[src/rtl/mm_to_st_adapter_pkg.sv]
// Shared constants for the MM-to-ST transmit adapter: register map,
// flag bit positions, and the status word layout used by readback.
package stream_adapter_pkg;

    // MM register map
    localparam logic ADDR_DATA  = 1'b0;
    localparam logic ADDR_FLAGS = 1'b1;

    // Bit positions inside a flag register write (and inside the FIFO
    // payload, above the data word)
    localparam int FLAG_SOP = 0;
    localparam int FLAG_EOP = 1;

    // Status word bit positions returned by a flag-address read
    localparam int STAT_PEND_SOP = 0;
    localparam int STAT_PEND_EOP = 1;
    localparam int STAT_EMPTY    = 2;
    localparam int STAT_FULL     = 3;
    localparam int STAT_BITS     = 4;

    // Assemble the status word from its individual flags
    function automatic logic [STAT_BITS-1:0] pack_status(
        input logic full,
        input logic empty,
        input logic pend_eop,
        input logic pend_sop
    );
        logic [STAT_BITS-1:0] stat_v;
        stat_v                = {STAT_BITS{1'b0}};
        stat_v[STAT_FULL]     = full;
        stat_v[STAT_EMPTY]    = empty;
        stat_v[STAT_PEND_EOP] = pend_eop;
        stat_v[STAT_PEND_SOP] = pend_sop;
        return stat_v;
    endfunction

endpackage

[src/rtl/mm_to_st_adapter_if.sv]
// Bus bundle for the adapter: the Avalon-MM slave side (in_*) and the
// Avalon-ST source side (out_*). The adapter uses the slave modport; a
// host/sink model uses the master modport.
interface mm_to_st_adapter_if #(
    parameter int WIDTH = 8
);
    logic             in_write;
    logic             in_read;
    logic             in_address;
    logic [WIDTH-1:0] in_writedata;
    logic             in_waitrequest;
    logic [WIDTH-1:0] in_readdata;
    logic             out_ready;
    logic             out_valid;
    logic [WIDTH-1:0] out_data;
    logic             out_sop;
    logic             out_eop;

    modport slave (
        input  in_write, in_read, in_address, in_writedata, out_ready,
        output in_waitrequest, in_readdata, out_valid, out_data, out_sop, out_eop
    );

    modport master (
        output in_write, in_read, in_address, in_writedata, out_ready,
        input  in_waitrequest, in_readdata, out_valid, out_data, out_sop, out_eop
    );
endinterface

[src/rtl/mm_to_st_adapter_fifo.sv]
// mm_st_fifo: small synchronous FIFO with a combinational head-of-queue
// read. Pushes into a full FIFO and pops from an empty FIFO are ignored.
module mm_st_fifo #(
    parameter int DW    = 10,
    parameter int DEPTH = 4
) (
    input  logic                       clock,
    input  logic                       reset,
    input  logic                       push,
    input  logic                       pop,
    input  logic [DW-1:0]              wdata,
    output logic [DW-1:0]              rdata,
    output logic                       full,
    output logic                       empty,
    output logic [$clog2(DEPTH):0]     count
);
    localparam int AW = $clog2(DEPTH);
    localparam int CW = AW + 1;

    logic [DW-1:0] mem_r [DEPTH];
    logic [AW-1:0] wr_ptr_r;
    logic [AW-1:0] rd_ptr_r;
    logic [CW-1:0] count_r;
    logic          push_ok_s;
    logic          pop_ok_s;

    assign full      = (count_r == CW'(DEPTH));
    assign empty     = (count_r == {CW{1'b0}});
    assign count     = count_r;
    assign rdata     = mem_r[rd_ptr_r];
    assign push_ok_s = push && !full;
    assign pop_ok_s  = pop && !empty;

    // Storage write; contents need no reset because count gates visibility
    always_ff @(posedge clock) begin
        if (push_ok_s) begin
            mem_r[wr_ptr_r] <= wdata;
        end
    end

    // Pointer and occupancy bookkeeping; pointers wrap naturally
    always_ff @(posedge clock) begin
        if (reset) begin
            wr_ptr_r <= {AW{1'b0}};
            rd_ptr_r <= {AW{1'b0}};
            count_r  <= {CW{1'b0}};
        end else begin
            if (push_ok_s) begin
                wr_ptr_r <= wr_ptr_r + AW'(1);
            end
            if (pop_ok_s) begin
                rd_ptr_r <= rd_ptr_r + AW'(1);
            end
            case ({push_ok_s, pop_ok_s})
                2'b10:   count_r <= count_r + CW'(1);
                2'b01:   count_r <= count_r - CW'(1);
                default: count_r <= count_r;
            endcase
        end
    end
endmodule

[src/rtl/mm_to_st_adapter.sv]
// mm_to_st_adapter: turns Avalon-MM writes into an Avalon-ST packet stream.
// A flag write arms SOP/EOP for the next data word; a data write pushes
// {eop, sop, data} into a FIFO that drains under ready/valid.
// Optional feature macro: MM_TO_ST_READBACK_EN (zero-wait status readback).
module mm_to_st_adapter
    import stream_adapter_pkg::*;
#(
    parameter int WIDTH = 8,
    parameter int DEPTH = 4
) (
    input logic               clock,
    input logic               reset,
    mm_to_st_adapter_if.slave bus
);
    localparam int CW = $clog2(DEPTH) + 1;
    localparam int PW = WIDTH + 2;

    logic             pend_sop_r;
    logic             pend_eop_r;
    logic             data_wr_s;
    logic             flag_wr_s;
    logic             push_s;
    logic             pop_s;
    logic [PW-1:0]    fifo_wdata_s;
    logic [PW-1:0]    fifo_rdata_s;
    logic             full_s;
    logic             empty_s;
    logic [CW-1:0]    count_s;
    logic [WIDTH-1:0] readdata_s;

    // MM decode; the stall looks only at the registered count, so a pop in
    // the same cycle does not let a write into a full FIFO through
    assign data_wr_s          = bus.in_write && (bus.in_address == ADDR_DATA);
    assign flag_wr_s          = bus.in_write && (bus.in_address == ADDR_FLAGS);
    assign push_s             = data_wr_s && !full_s;
    assign bus.in_waitrequest = data_wr_s && full_s;
    assign fifo_wdata_s       = {pend_eop_r, pend_sop_r, bus.in_writedata};

    // ST source straight from the FIFO head; valid depends only on state
    assign bus.out_valid = !empty_s;
    assign bus.out_data  = fifo_rdata_s[WIDTH-1:0];
    assign bus.out_sop   = fifo_rdata_s[WIDTH + FLAG_SOP];
    assign bus.out_eop   = fifo_rdata_s[WIDTH + FLAG_EOP];
    assign pop_s         = !empty_s && bus.out_ready;
    assign bus.in_readdata = readdata_s;

    // Pending packet flags: armed by a flag write, consumed by the next push
    always_ff @(posedge clock) begin
        if (reset) begin
            pend_sop_r <= 1'b0;
            pend_eop_r <= 1'b0;
        end else if (flag_wr_s) begin
            pend_sop_r <= bus.in_writedata[FLAG_SOP];
            pend_eop_r <= bus.in_writedata[FLAG_EOP];
        end else if (push_s) begin
            pend_sop_r <= 1'b0;
            pend_eop_r <= 1'b0;
        end else begin
            pend_sop_r <= pend_sop_r;
            pend_eop_r <= pend_eop_r;
        end
    end

    mm_st_fifo #(
        .DW    (PW),
        .DEPTH (DEPTH)
    ) u_fifo (
        .clock (clock),
        .reset (reset),
        .push  (push_s),
        .pop   (pop_s),
        .wdata (fifo_wdata_s),
        .rdata (fifo_rdata_s),
        .full  (full_s),
        .empty (empty_s),
        .count (count_s)
    );

`ifdef MM_TO_ST_READBACK_EN
    // Zero-wait readback: occupancy at the data address, status at the flag address
    always_comb begin
        readdata_s = {WIDTH{1'b0}};
        if (bus.in_read) begin
            if (bus.in_address == ADDR_DATA) begin
                readdata_s = WIDTH'(count_s);
            end else begin
                readdata_s = WIDTH'(pack_status(full_s, empty_s, pend_eop_r, pend_sop_r));
            end
        end else begin
            readdata_s = {WIDTH{1'b0}};
        end
    end
`else
    logic [CW:0] unused_s;

    assign readdata_s = {WIDTH{1'b0}};
    assign unused_s   = {bus.in_read, count_s};
`endif
endmodule

[src/flat_wrapper.sv]
// flat-port wrapper written by rule: the top's interface ports become plain ports
module mm_to_st_adapter_flat import stream_adapter_pkg::*;
#(
    parameter int WIDTH = 8,
    parameter int DEPTH = 4
)
  (clock, reset, bus_in_write, bus_in_read, bus_in_address, bus_in_writedata, bus_out_ready, bus_in_waitrequest, bus_in_readdata, bus_out_valid, bus_out_data, bus_out_sop, bus_out_eop);
  mm_to_st_adapter_if #(.WIDTH(WIDTH)) bus_i ();
  input logic clock;
  input logic reset;
  input wire logic [$bits(bus_i.in_write)-1:0] bus_in_write;
  input wire logic [$bits(bus_i.in_read)-1:0] bus_in_read;
  input wire logic [$bits(bus_i.in_address)-1:0] bus_in_address;
  input wire logic [$bits(bus_i.in_writedata)-1:0] bus_in_writedata;
  input wire logic [$bits(bus_i.out_ready)-1:0] bus_out_ready;
  output wire logic [$bits(bus_i.in_waitrequest)-1:0] bus_in_waitrequest;
  output wire logic [$bits(bus_i.in_readdata)-1:0] bus_in_readdata;
  output wire logic [$bits(bus_i.out_valid)-1:0] bus_out_valid;
  output wire logic [$bits(bus_i.out_data)-1:0] bus_out_data;
  output wire logic [$bits(bus_i.out_sop)-1:0] bus_out_sop;
  output wire logic [$bits(bus_i.out_eop)-1:0] bus_out_eop;
  assign bus_i.in_write = bus_in_write;
  assign bus_i.in_read = bus_in_read;
  assign bus_i.in_address = bus_in_address;
  assign bus_i.in_writedata = bus_in_writedata;
  assign bus_i.out_ready = bus_out_ready;
  assign bus_in_waitrequest = bus_i.in_waitrequest;
  assign bus_in_readdata = bus_i.in_readdata;
  assign bus_out_valid = bus_i.out_valid;
  assign bus_out_data = bus_i.out_data;
  assign bus_out_sop = bus_i.out_sop;
  assign bus_out_eop = bus_i.out_eop;
  mm_to_st_adapter #(.WIDTH(WIDTH), .DEPTH(DEPTH)) u_core (.clock(clock), .reset(reset), .bus(bus_i));
endmodule
[config.mk]
export PLATFORM = sky130hd
export DESIGN_NAME = mm_to_st_adapter_flat
export DESIGN_NICKNAME = d
export VERILOG_FILES = /design/src/rtl/mm_to_st_adapter_pkg.sv /design/src/rtl/mm_to_st_adapter_if.sv /design/src/rtl/mm_to_st_adapter_fifo.sv /design/src/rtl/mm_to_st_adapter.sv /design/src/flat_wrapper.sv
export SDC_FILE = /design/constraint.sdc
export NUM_CORES = 1
export LEC_CHECK = 0
export CELL_PAD_IN_SITES_DETAIL_PLACEMENT = 1
export CELL_PAD_IN_SITES_GLOBAL_PLACEMENT = 2
export CORE_MARGIN = 2
export CORE_UTILIZATION = 41
export CTS_BUF_LIST = sky130_fd_sc_hd__clkbuf_16
export DETAILED_ROUTE_END_ITERATION = 10
export PLACE_DENSITY = 0.84
export SYNTH_ARGS = -nofsm -noshare
export SYNTH_HDL_FRONTEND = slang
export SYNTH_SLANG_ARGS = --single-unit
export TNS_END_PERCENT = 20
[constraint.sdc]
create_clock -name clock -period 6 [get_ports clock]
set_clock_uncertainty 0.1 [all_clocks]
set_input_delay 1.2 -clock clock [delete_from_list [all_inputs] [get_ports clock]]
set_output_delay 1.2 -clock clock [all_outputs]
set_load 0.005 [all_outputs]
==> impl_metrics.env, run 1 <==
export IMPL_holdBufCountCts=0
export IMPL_syn2layout_area_growth_pct=20.1
export IMPL_die_h_um=75.3
export IMPL_wirelength_um=3420
export IMPL_grt_max_degree=17
export IMPL_io_pins=34
export IMPL_crit_buf_inv=2
export IMPL_cts_made_buffers=5
export IMPL_yosys_warnings=0
export IMPL_dp_cells=211
export IMPL_syn_avg_cell_area_um2=16.8
export IMPL_yosysSeqAreaShare=0.681
export IMPL_tritoncts="yes"
export IMPL_synth_top_flop_cell="edfxtp_1"
export IMPL_synth_edf_count=40
export IMPL_slew_viol_final=0
export IMPL_ir_drop_v=0.000152
export IMPL_tns_ns=0
export IMPL_timing_final_crit_share=0.622
export IMPL_firstDrtPassIters=4
export IMPL_relSlewSlack=0.541
export IMPL_cp_common_cell="clkdlybuf4s50_1"
export IMPL_cp_arrival_ns=2.43
export IMPL_design_area_um2=2510
export IMPL_cp_max_fo=2
export IMPL_place_ws_ns=2.26
export IMPL_syn_inst=124
export IMPL_ant_nets=0
export IMPL_post_cts_resized=0
export IMPL_clk_insertion_delay_late_ns=0.28
export IMPL_whs_ns=0.416
export IMPL_powerDensity_nw_per_um2=371
export IMPL_required_ns=4.70
export IMPL_status="completed"
export IMPL_ys_types=28
export IMPL_start_util=0.433
export IMPL_slowest_delay_ns=0.51
export IMPL_grt_pass1_wl_um=5440
export IMPL_utilization=0.520
export IMPL_rsz0062_at_grt="no"
export IMPL_tightest_slew_ns=0.688
export IMPL_clockBufferDepth=2
export IMPL_grt_overflow=0
export IMPL_synthesis_area_um2=2090
export IMPL_drt_initial_drc_count=55
export IMPL_wire_per_inst_um=15.6
export IMPL_drc=0
export IMPL_placed_cell_area_um2=2360
export IMPL_start_kind="primary input"
export IMPL_port_buffers=24
export IMPL_core_area_um2=4820
export IMPL_antenna_found_initial=0
export IMPL_dieWidth_um=75.3
export IMPL_path_cells="clkdlybuf4s50_1, nand2b_1, nor2_1, clkdlybuf4s50_1"
export IMPL_vias_per_cell=4.72
export IMPL_fin_nets=171
export IMPL_grtUsageTotal=0.133
export IMPL_r2r_slack_ns=3.83
export IMPL_cpLargestDelayFamily="buffers and inverters"
export IMPL_clkTransAtPathRegs_ns=0.07
export IMPL_setup_violations=0
export IMPL_die_area_um2=5680
export IMPL_synthArstFlopShare=0
export IMPL_p_total_uw=929
export IMPL_cts_setup_buffers=0
export IMPL_fp_row_count=25
export IMPL_clock_sinks=51
export IMPL_vias=1034
export IMPL_drive_gt1_frac=0.145
export IMPL_max_freq_mhz=268
export IMPL_fin_cells=219
export IMPL_cp_slowest_cell="clkdlybuf4s50_1"
export IMPL_final_hold_viol_count=0
export IMPL_path_class="primary input to output pin"
export IMPL_drv_cap=0
export IMPL_grt_pass1_vias=1104
export IMPL_fin_crit_ns=3.73
export IMPL_min_path_type="register to register"
export IMPL_cts_htree_levels=2
export IMPL_cts_root_buf="clkbuf_16"
export IMPL_gp_congestion=0.687
export IMPL_end_kind="output pin"
export IMPL_n_antenna_cell=0
export IMPL_ys_seq_elements=51
export IMPL_leakage_nw=0.838
export IMPL_layout_setup_ws_ns=2.27
[final cells by class]
cell class,instances,area [um2]
fillers,485,2310
flip-flops and latches,51,1420
multi-input cells,61,586
repair buffers,24,240
clock buffers,5,125
well taps,67,83.8
inverters,8,30.0
clock inverters,3,20.0
[cell usage in the layout (no fill, tap or decap), drive strengths merged, types with 2 or more instances in the layout]
cell type / count
edfxtp: 40
clkdlybuf4s50: 24
dfxtp: 11
mux4: 10
nor2: 10
inv: 8
conb: 8
ha: 5
clkbuf: 5
and2: 4
nand2b: 3
xor2: 3
a21oi: 3
nand2: 2
nand3b: 2
o32ai: 2
or3: 2
clkinv: 2
[cells in the mapped netlist, types with 3 or more instances]
master / instances / share of area
edfxtp_1: 40 / 0.58
dfxtp_1: 11 / 0.11
mux4_2: 10 / 0.11
buf_4: 9 / 0.032
nor2_1: 9 / 0.016
inv_1: 8 / 0.014
ha_1: 5 / 0.030
and2_1: 4 / 0.012
nand2b_1: 3 / 0.0090
xor2_1: 3 / 0.013
[logic make-up after synthesis]
kind of cell,count (synthesis),share of synthesized area
AND/OR/NAND/NOR,23,0.0576
other,1,0.00180
buffers and inverters,19,0.0510
XOR/XNOR,4,0.0168
flip-flops,51,0.681
adder cells (fa/ha/maj),6,0.0396
AO/OA/AOI/OAI,8,0.0324
multiplexers,12,0.120
[routing by layer]
metal / share of wire / wire [um] / vias to the layer above / track usage
li1: - / - / 496 / -
met1: 0.46 / 1580 / 507 / 0.170
met2: 0.48 / 1640 / 28 / 0.221
met3: 0.048 / 165 / 3 / 0.0370
met4: 0.011 / 39 / 0 / 0.0448
met5: 0 / 0 / - / 0
[state kept, by name, summed over array words and instances, names as in the netlist, named ones only]
register and cells:
u_core.u_fifo.mem_r 40, u_core.u_fifo.wr_ptr_r 2, u_core.u_fifo.rd_ptr_r 2, u_core.pend_eop_r 1, u_core.pend_sop_r 1, u_core.u_fifo.count 3
[power by group]
part	leakage, nW	internal (mW)	switching, mW
Sequential	0.455	0.408	0.0401
Clock	0.0674	0.154	0.122
Combinational	0.316	0.131	0.0742
Total	0.838	0.693	0.236
[final timing paths]
kind | from | endpoint | depth (start not counted)
setup / recovery | bus_in_address | bus_in_waitrequest | 4
hold / removal | u_core.pend_sop_r$_SDFFE_PP0P_ | u_core.u_fifo.mem_r[1][8]$_DFFE_PP_ | 0
hold reg to reg | u_core.pend_sop_r$_SDFFE_PP0P_ | u_core.u_fifo.mem_r[1][8]$_DFFE_PP_ | 0
setup reg to reg | u_core.u_fifo.count[1]$_SDFFE_PP0P_ | u_core.u_fifo.count[2]$_SDFFE_PP0P_ | 9
No activity file was read; power rests on OpenSTA's default activity.
==> run 2, diff against run 1 <==
--- a/config.mk
+++ b/config.mk
@@ -8,10 +8,10 @@
 export CELL_PAD_IN_SITES_DETAIL_PLACEMENT = 1
 export CELL_PAD_IN_SITES_GLOBAL_PLACEMENT = 2
 export CORE_MARGIN = 2
-export CORE_UTILIZATION = 41
+export CORE_UTILIZATION = 34
 export CTS_BUF_LIST = sky130_fd_sc_hd__clkbuf_16
 export DETAILED_ROUTE_END_ITERATION = 10
-export PLACE_DENSITY = 0.84
+export PLACE_DENSITY = 0.74
 export SYNTH_ARGS = -nofsm -noshare
 export SYNTH_HDL_FRONTEND = slang
 export SYNTH_SLANG_ARGS = --single-unit
==> constraint.sdc (replaced) <==
create_clock -name clock -period 3.3 [get_ports clock]
set_clock_uncertainty 0.1 [all_clocks]
set_input_delay 0.66 -clock clock [delete_from_list [all_inputs] [get_ports clock]]
set_output_delay 0.66 -clock clock [all_outputs]
set_load 0.005 [all_outputs]
==> run 2 against run 1 <==
Effect of this change: via count is 1.4% higher; cell count grew 4.1%; sequential share of layout area fell by 0.39 points; die area rose by 19%; critical path depth did not move; utilization fell by 9.4 points; first-iteration DRC count is 9.1% lower; total power up 81%; critical path type unchanged.
==> impl_metrics.env, run 2 (synthesized netlist as in run 1, its figures left out) <==
export IMPL_status="completed"
export IMPL_tightest_slew_ns=0.558
export IMPL_setup_violations=0
export IMPL_port_buffers=24
export IMPL_required_ns=2.54
export IMPL_grtUsageTotal=0.114
export IMPL_crit_buf_inv=2
export IMPL_final_cell_mix="40 x edfxtp_1, 24 x clkdlybuf4s50_1, 11 x dfxtp_1"
export IMPL_clkTransAtPathRegs_ns=0.06
export IMPL_slowest_delay_ns=0.51
export IMPL_holdBufCountCts=0
export IMPL_cp_common_cell="clkdlybuf4s50_1"
export IMPL_max_freq_mhz=378
export IMPL_cp_arrival_ns=1.88
export IMPL_nFillCells=601
export IMPL_cp_slowest_cell="clkdlybuf4s50_1"
export IMPL_design_area_um2=2520
export IMPL_cp_max_fo=2
export IMPL_cts_setup_buffers=0
export IMPL_relSlewSlack=0.628
export IMPL_dp_hpwl_um=2300
export IMPL_timing_final_crit_share=0.801
export IMPL_n_antenna_cell=0
export IMPL_placed_cell_area_um2=2380
export IMPL_die_h_um=82.3
export IMPL_syn2layout_area_growth_pct=20.9
export IMPL_cts_root_buf="clkbuf_16"
export IMPL_drive_gt1_frac=0.150
export IMPL_drc=0
export IMPL_clock_sinks=51
export IMPL_largest_reg_flops=40
export IMPL_clk_insertion_delay_late_ns=0.28
export IMPL_tritoncts="yes"
export IMPL_cts_htree_levels=2
export IMPL_reg2reg_depth=9
export IMPL_path_cells="clkdlybuf4s50_1, nand2b_1, nor2_1, clkdlybuf4s50_1"
export IMPL_gp_congestion=0.782
export IMPL_slew_viol_final=0
export IMPL_grt_pass1_wl_um=5420
export IMPL_grt_max_degree=17
export IMPL_p_total_mw=1.68
export IMPL_grt_overflow=0
export IMPL_cpLargestDelayFamily="buffers and inverters"
export IMPL_ant_nets=0
export IMPL_powerDensity_nw_per_um2=666
export IMPL_min_path_type="register to register"
export IMPL_fp_row_count=28
export IMPL_end_kind="output pin"
export IMPL_final_common_cell="edfxtp_1"
export IMPL_start_util=0.352
export IMPL_r2r_start="u_core.u_fifo.count[1]$_SDFFE_PP0P_"
export IMPL_fin_nets=172
export IMPL_final_hold_viol_count=0
export IMPL_seqCellArea_um2=1420
export IMPL_antenna_found_initial=0
export IMPL_vias=1048
export IMPL_vias_per_cell=4.60
export IMPL_start_kind="primary input"
export IMPL_wire_per_inst_um=14.3
export IMPL_io_pins=34
export IMPL_drt_initial_drc_count=50
export IMPL_multi_input_area_um2=586
export IMPL_leakage_nw=0.843
export IMPL_core_area_um2=5920
export IMPL_rsz0062_at_grt="no"
export IMPL_firstDrtPassIters=4
export IMPL_drv_cap=0
export IMPL_top_register="u_core.u_fifo.mem_r"
export IMPL_path_class="primary input to output pin"
export IMPL_dieWidth_um=82.3
export IMPL_r2r_end="u_core.u_fifo.count[2]$_SDFFE_PP0P_"
export IMPL_die_area_um2=6780
export IMPL_whs_path_depth=0
export IMPL_tns_ns=0
export IMPL_worst_path_stages=4
export IMPL_wirelength_um=3260
export IMPL_r2r_slack_ns=1.09
export IMPL_cts_made_buffers=5
export IMPL_grt_pass1_vias=1100
export IMPL_worstSetupEndpoint="bus_in_waitrequest"
export IMPL_fin_crit_ns=2.64
export IMPL_clockBufferDepth=2
export IMPL_startpoint="bus_in_address"
export IMPL_post_cts_resized=0
export IMPL_ir_drop_v=0.000291
==> run 2: worst reg2reg max path: stages (launching register included) <==
cell and delay (ns):
dfxtp_1 0.36, nor2_2 0.20, a21oi_4 0.12, inv_1 0.08, ha_1 0.18, inv_1 0.06, fa_1 0.37, xor2_1 0.16
or3_1 0.32, a21oi_1 0.17
==> run 2: final cells by class <==
class	count	share of cell area
Sequential cell	51	0.563
Multi-Input combinational cell	61	0.232
Timing Repair Buffer	25	0.0982
Clock buffer	5	0.0496
Tap cell	75	0.0372
Inverter	8	0.0119
Clock inverter	3	0.00793
==> run 2: through the flow <==
| stage | utilization | hold WS (ns) | cells | setup WS (ns) |
|---|---|---|---|---|
| finish | 0.426 | 0.410 | 228 | 0.656 |
| global route | 0.426 | 0.426 | 228 | 0.539 |
| detailed placement | 0.402 | 0.395 | 220 | 0.364 |
| global placement | 0.402 | 0.376 | 220 | 0.483 |
| floorplan | - | 0.360 | 131 | 1.05 |
| CTS | 0.426 | 0.413 | 228 | 0.641 |
==> run 2: worst min path at each step <==
stage                                    from                             endpoint  slack [ns]
2_1_floorplan  u_core.pend_sop_r$_SDFFE_PP0P_  u_core.u_fifo.mem_r[0][8]$_DFFE_PP_        0.36
3_3_place_gp   u_core.pend_eop_r$_SDFFE_PP0P_  u_core.u_fifo.mem_r[2][9]$_DFFE_PP_        0.38
3_5_place_dp   u_core.pend_sop_r$_SDFFE_PP0P_  u_core.u_fifo.mem_r[2][8]$_DFFE_PP_        0.40
4_1_cts        u_core.pend_sop_r$_SDFFE_PP0P_  u_core.u_fifo.mem_r[2][8]$_DFFE_PP_        0.41
5_1_grt        u_core.pend_sop_r$_SDFFE_PP0P_  u_core.u_fifo.mem_r[2][8]$_DFFE_PP_        0.43
6_report       u_core.pend_sop_r$_SDFFE_PP0P_  u_core.u_fifo.mem_r[3][8]$_DFFE_PP_        0.41
==> run 2: layer usage <==
| metal | vias up | part of all wire | wire, um | track usage |
|---|---|---|---|---|
| met2 | 29 | 0.53 | 1720 | 0.210 |
| met5 | - | 0 | 0 | 0 |
| met3 | 6 | 0.060 | 197 | 0.0283 |
| li1 | 501 | - | - | - |
| met1 | 512 | 0.39 | 1270 | 0.122 |
| met4 | 0 | 0.019 | 63 | 0.0500 |
==> run 2: power by group <==
part | leakage (nW) | total, mW | switching (mW) | internal [mW]
Clock | 0.0674 | 0.488 | 0.209 | 0.279
Combinational | 0.321 | 0.412 | 0.165 | 0.247
Sequential | 0.455 | 0.782 | 0.0402 | 0.741
==> run 3, diff against run 2 <==
--- a/config.mk
+++ b/config.mk
@@ -8,10 +8,10 @@
 export CELL_PAD_IN_SITES_DETAIL_PLACEMENT = 1
 export CELL_PAD_IN_SITES_GLOBAL_PLACEMENT = 2
 export CORE_MARGIN = 2
-export CORE_UTILIZATION = 34
+export CORE_UTILIZATION = 38
 export CTS_BUF_LIST = sky130_fd_sc_hd__clkbuf_16
 export DETAILED_ROUTE_END_ITERATION = 10
-export PLACE_DENSITY = 0.74
+export PLACE_DENSITY = 0.79
 export SYNTH_ARGS = -nofsm -noshare
 export SYNTH_HDL_FRONTEND = slang
 export SYNTH_SLANG_ARGS = --single-unit
==> constraint.sdc (replaced) <==
create_clock -name clock -period 2.6 [get_ports clock]
set_clock_uncertainty 0.1 [all_clocks]
set_input_delay 0.52 -clock clock [delete_from_list [all_inputs] [get_ports clock]]
set_output_delay 0.52 -clock clock [all_outputs]
set_load 0.005 [all_outputs]
==> run 3 against run 2 <==
Effect of this change: cell count grew 0.44%; worst hold slack improved by 0.0061 ns; register-to-register slack lost 0.63 ns; sequential share of layout area is 0.74 points lower; clock-buffer cell count unchanged; global-route usage increased by 1.6 points; sequential power grew 27%; largest cell class unchanged; die area decreased by 10%; total power rose by 27%; wire length increased by 7.0%; first-iteration DRC count shrank 46%; non-clock buffer count rose by 6.
==> impl_metrics.env, run 3 (synthesized netlist as in run 1, its figures left out) <==
export IMPL_largest_reg_flops=40
export IMPL_grt_max_degree=16
export IMPL_fin_crit_ns=2.44
export IMPL_dieWidth_um=78.1
export IMPL_ir_drop_v=0.000311
export IMPL_die_h_um=78.1
export IMPL_slew_viol_final=0
export IMPL_r2r_slack_ns=0.46
export IMPL_grt_pass1_vias=1190
export IMPL_cts_made_buffers=5
export IMPL_grtUsageTotal=0.130
export IMPL_relSlewSlack=0.665
export IMPL_status="completed"
export IMPL_drc=0
export IMPL_final_hold_viol_count=0
export IMPL_io_pins=34
export IMPL_final_common_cell="edfxtp_1"
export IMPL_tightest_slew_ns=0.501
export IMPL_firstDrtPassIters=4
export IMPL_hp_start="u_core.pend_sop_r$_SDFFE_PP0P_"
export IMPL_antenna_found_initial=0
export IMPL_vias_per_cell=4.71
export IMPL_timing_final_crit_share=0.939
export IMPL_cts_root_buf="clkbuf_16"
export IMPL_grt_overflow=0
export IMPL_clock_sinks=51
export IMPL_cts_htree_levels=2
export IMPL_timing_hold_worst_endpoint="u_core.u_fifo.mem_r[3][8]$_DFFE_PP_"
export IMPL_gp_congestion=0.698
export IMPL_start_util=0.401
export IMPL_ant_nets=0
export IMPL_drt_initial_drc_count=27
export IMPL_tritoncts="yes"
export IMPL_clockBufferDepth=2
export IMPL_top_register="u_core.u_fifo.mem_r"
export IMPL_n_antenna_cell=0
export IMPL_utilization=0.491
export IMPL_fin_cells=229
export IMPL_fin_nets=178
export IMPL_cts_setup_buffers=0
export IMPL_end_kind="output pin"
export IMPL_place_ws_ns=-0.121
export IMPL_dp_hpwl_um=2490
export IMPL_required_ns=1.98
export IMPL_min_path_type="register to register"
export IMPL_drive_gt1_frac=0.176
export IMPL_r2r_end="u_core.u_fifo.count[2]$_SDFFE_PP0P_"
export IMPL_clk_insertion_delay_late_ns=0.28
export IMPL_r2r_start="u_core.u_fifo.count[1]$_SDFFE_PP0P_"
export IMPL_cp_max_fo=10
export IMPL_powerDensity_nw_per_um2=835
export IMPL_port_buffers=24
export IMPL_whs_ns=0.416
export IMPL_setup_violations=0
export IMPL_vias=1079
export IMPL_whs_path_depth=0
export IMPL_leakage_nw=0.873
export IMPL_dp_cells=221
export IMPL_cp_arrival_ns=1.82
export IMPL_wirelength_um=3480
export IMPL_wire_per_inst_um=15.2
export IMPL_core_area_um2=5200
export IMPL_rsz0062_at_grt="no"
export IMPL_path_class="register to output pin"
export IMPL_p_total_mw=2.14
export IMPL_start_kind="register"
export IMPL_max_freq_mhz=409
export IMPL_layout_setup_ws_ns=0.158
export IMPL_syn2layout_area_growth_pct=22.5
export IMPL_drv_cap=0
export IMPL_final_cell_mix="40 x edfxtp_1, 24 x clkdlybuf4s50_1, 11 x dfxtp_1"
export IMPL_reg2reg_depth=9
export IMPL_fp_row_count=26
export IMPL_die_area_um2=6100
export IMPL_grt_pass1_wl_um=6000
export IMPL_post_cts_resized=0
export IMPL_holdBufCountCts=0
export IMPL_clkTransAtPathRegs_ns=0.06
run 3: cell count changes in the layout (fill, tap and decap cells not counted), sizes merged:
cell,previous run,this run
buf,1,7
run 3: power breakdown:
| part | internal (mW) | leakage, nW | switching, mW |
|---|---|---|---|
| Sequential | 0.941 | 0.455 | 0.0540 |
| Combinational | 0.325 | 0.353 | 0.214 |
| Clock | 0.349 | 0.0649 | 0.253 |
| Total | 1.61 | 0.873 | 0.521 |
run 3: stage by stage:
stage	setup TNS, ns	area [um2]
finish	0	2560
global route	0	2560
CTS	0	2560
detailed placement	-0.121	2420
global placement	0	2420
floorplan	0	2110
run 3: routing by layer:
| metal | share of wire | GRT usage | vias up |
|---|---|---|---|
| li1 | - | - | 507 |
| met5 | 0 | 0 | - |
| met2 | 0.53 | 0.237 | 29 |
| met4 | 0.017 | 0.0579 | 0 |
| met3 | 0.049 | 0.0310 | 6 |
| met1 | 0.40 | 0.143 | 537 |
run 3: worst max-delay path: stages (launching register included):
cell             delay, ns
dfxtp_1               0.31
buf_4                 0.23
mux4_2                0.53
clkdlybuf4s50_1       0.47
run 3: worst max path at each step:
stage	start	endpoint	slack [ns]
2_1_floorplan	bus_in_address	u_core.u_fifo.count[2]$_SDFFE_PP0P_	0.49
3_3_place_gp	bus_in_address	u_core.u_fifo.count[2]$_SDFFE_PP0P_	0.005
3_5_place_dp	bus_in_address	u_core.u_fifo.count[2]$_SDFFE_PP0P_	-0.12
4_1_cts	register	bus_out_data[3]	0.12
5_1_grt	register	bus_out_data[3]	0.04
6_report	register	bus_out_data[3]	0.16
run 3: layout make-up:
class	instances	area (um2)
Clock buffer	5	125
Tap cell	70	87.6
Clock inverter	3	15.0
Inverter	8	30.0
Fill cell	515	2650
Multi-Input combinational cell	61	586
Timing Repair Buffer	31	293
Sequential cell	51	1420
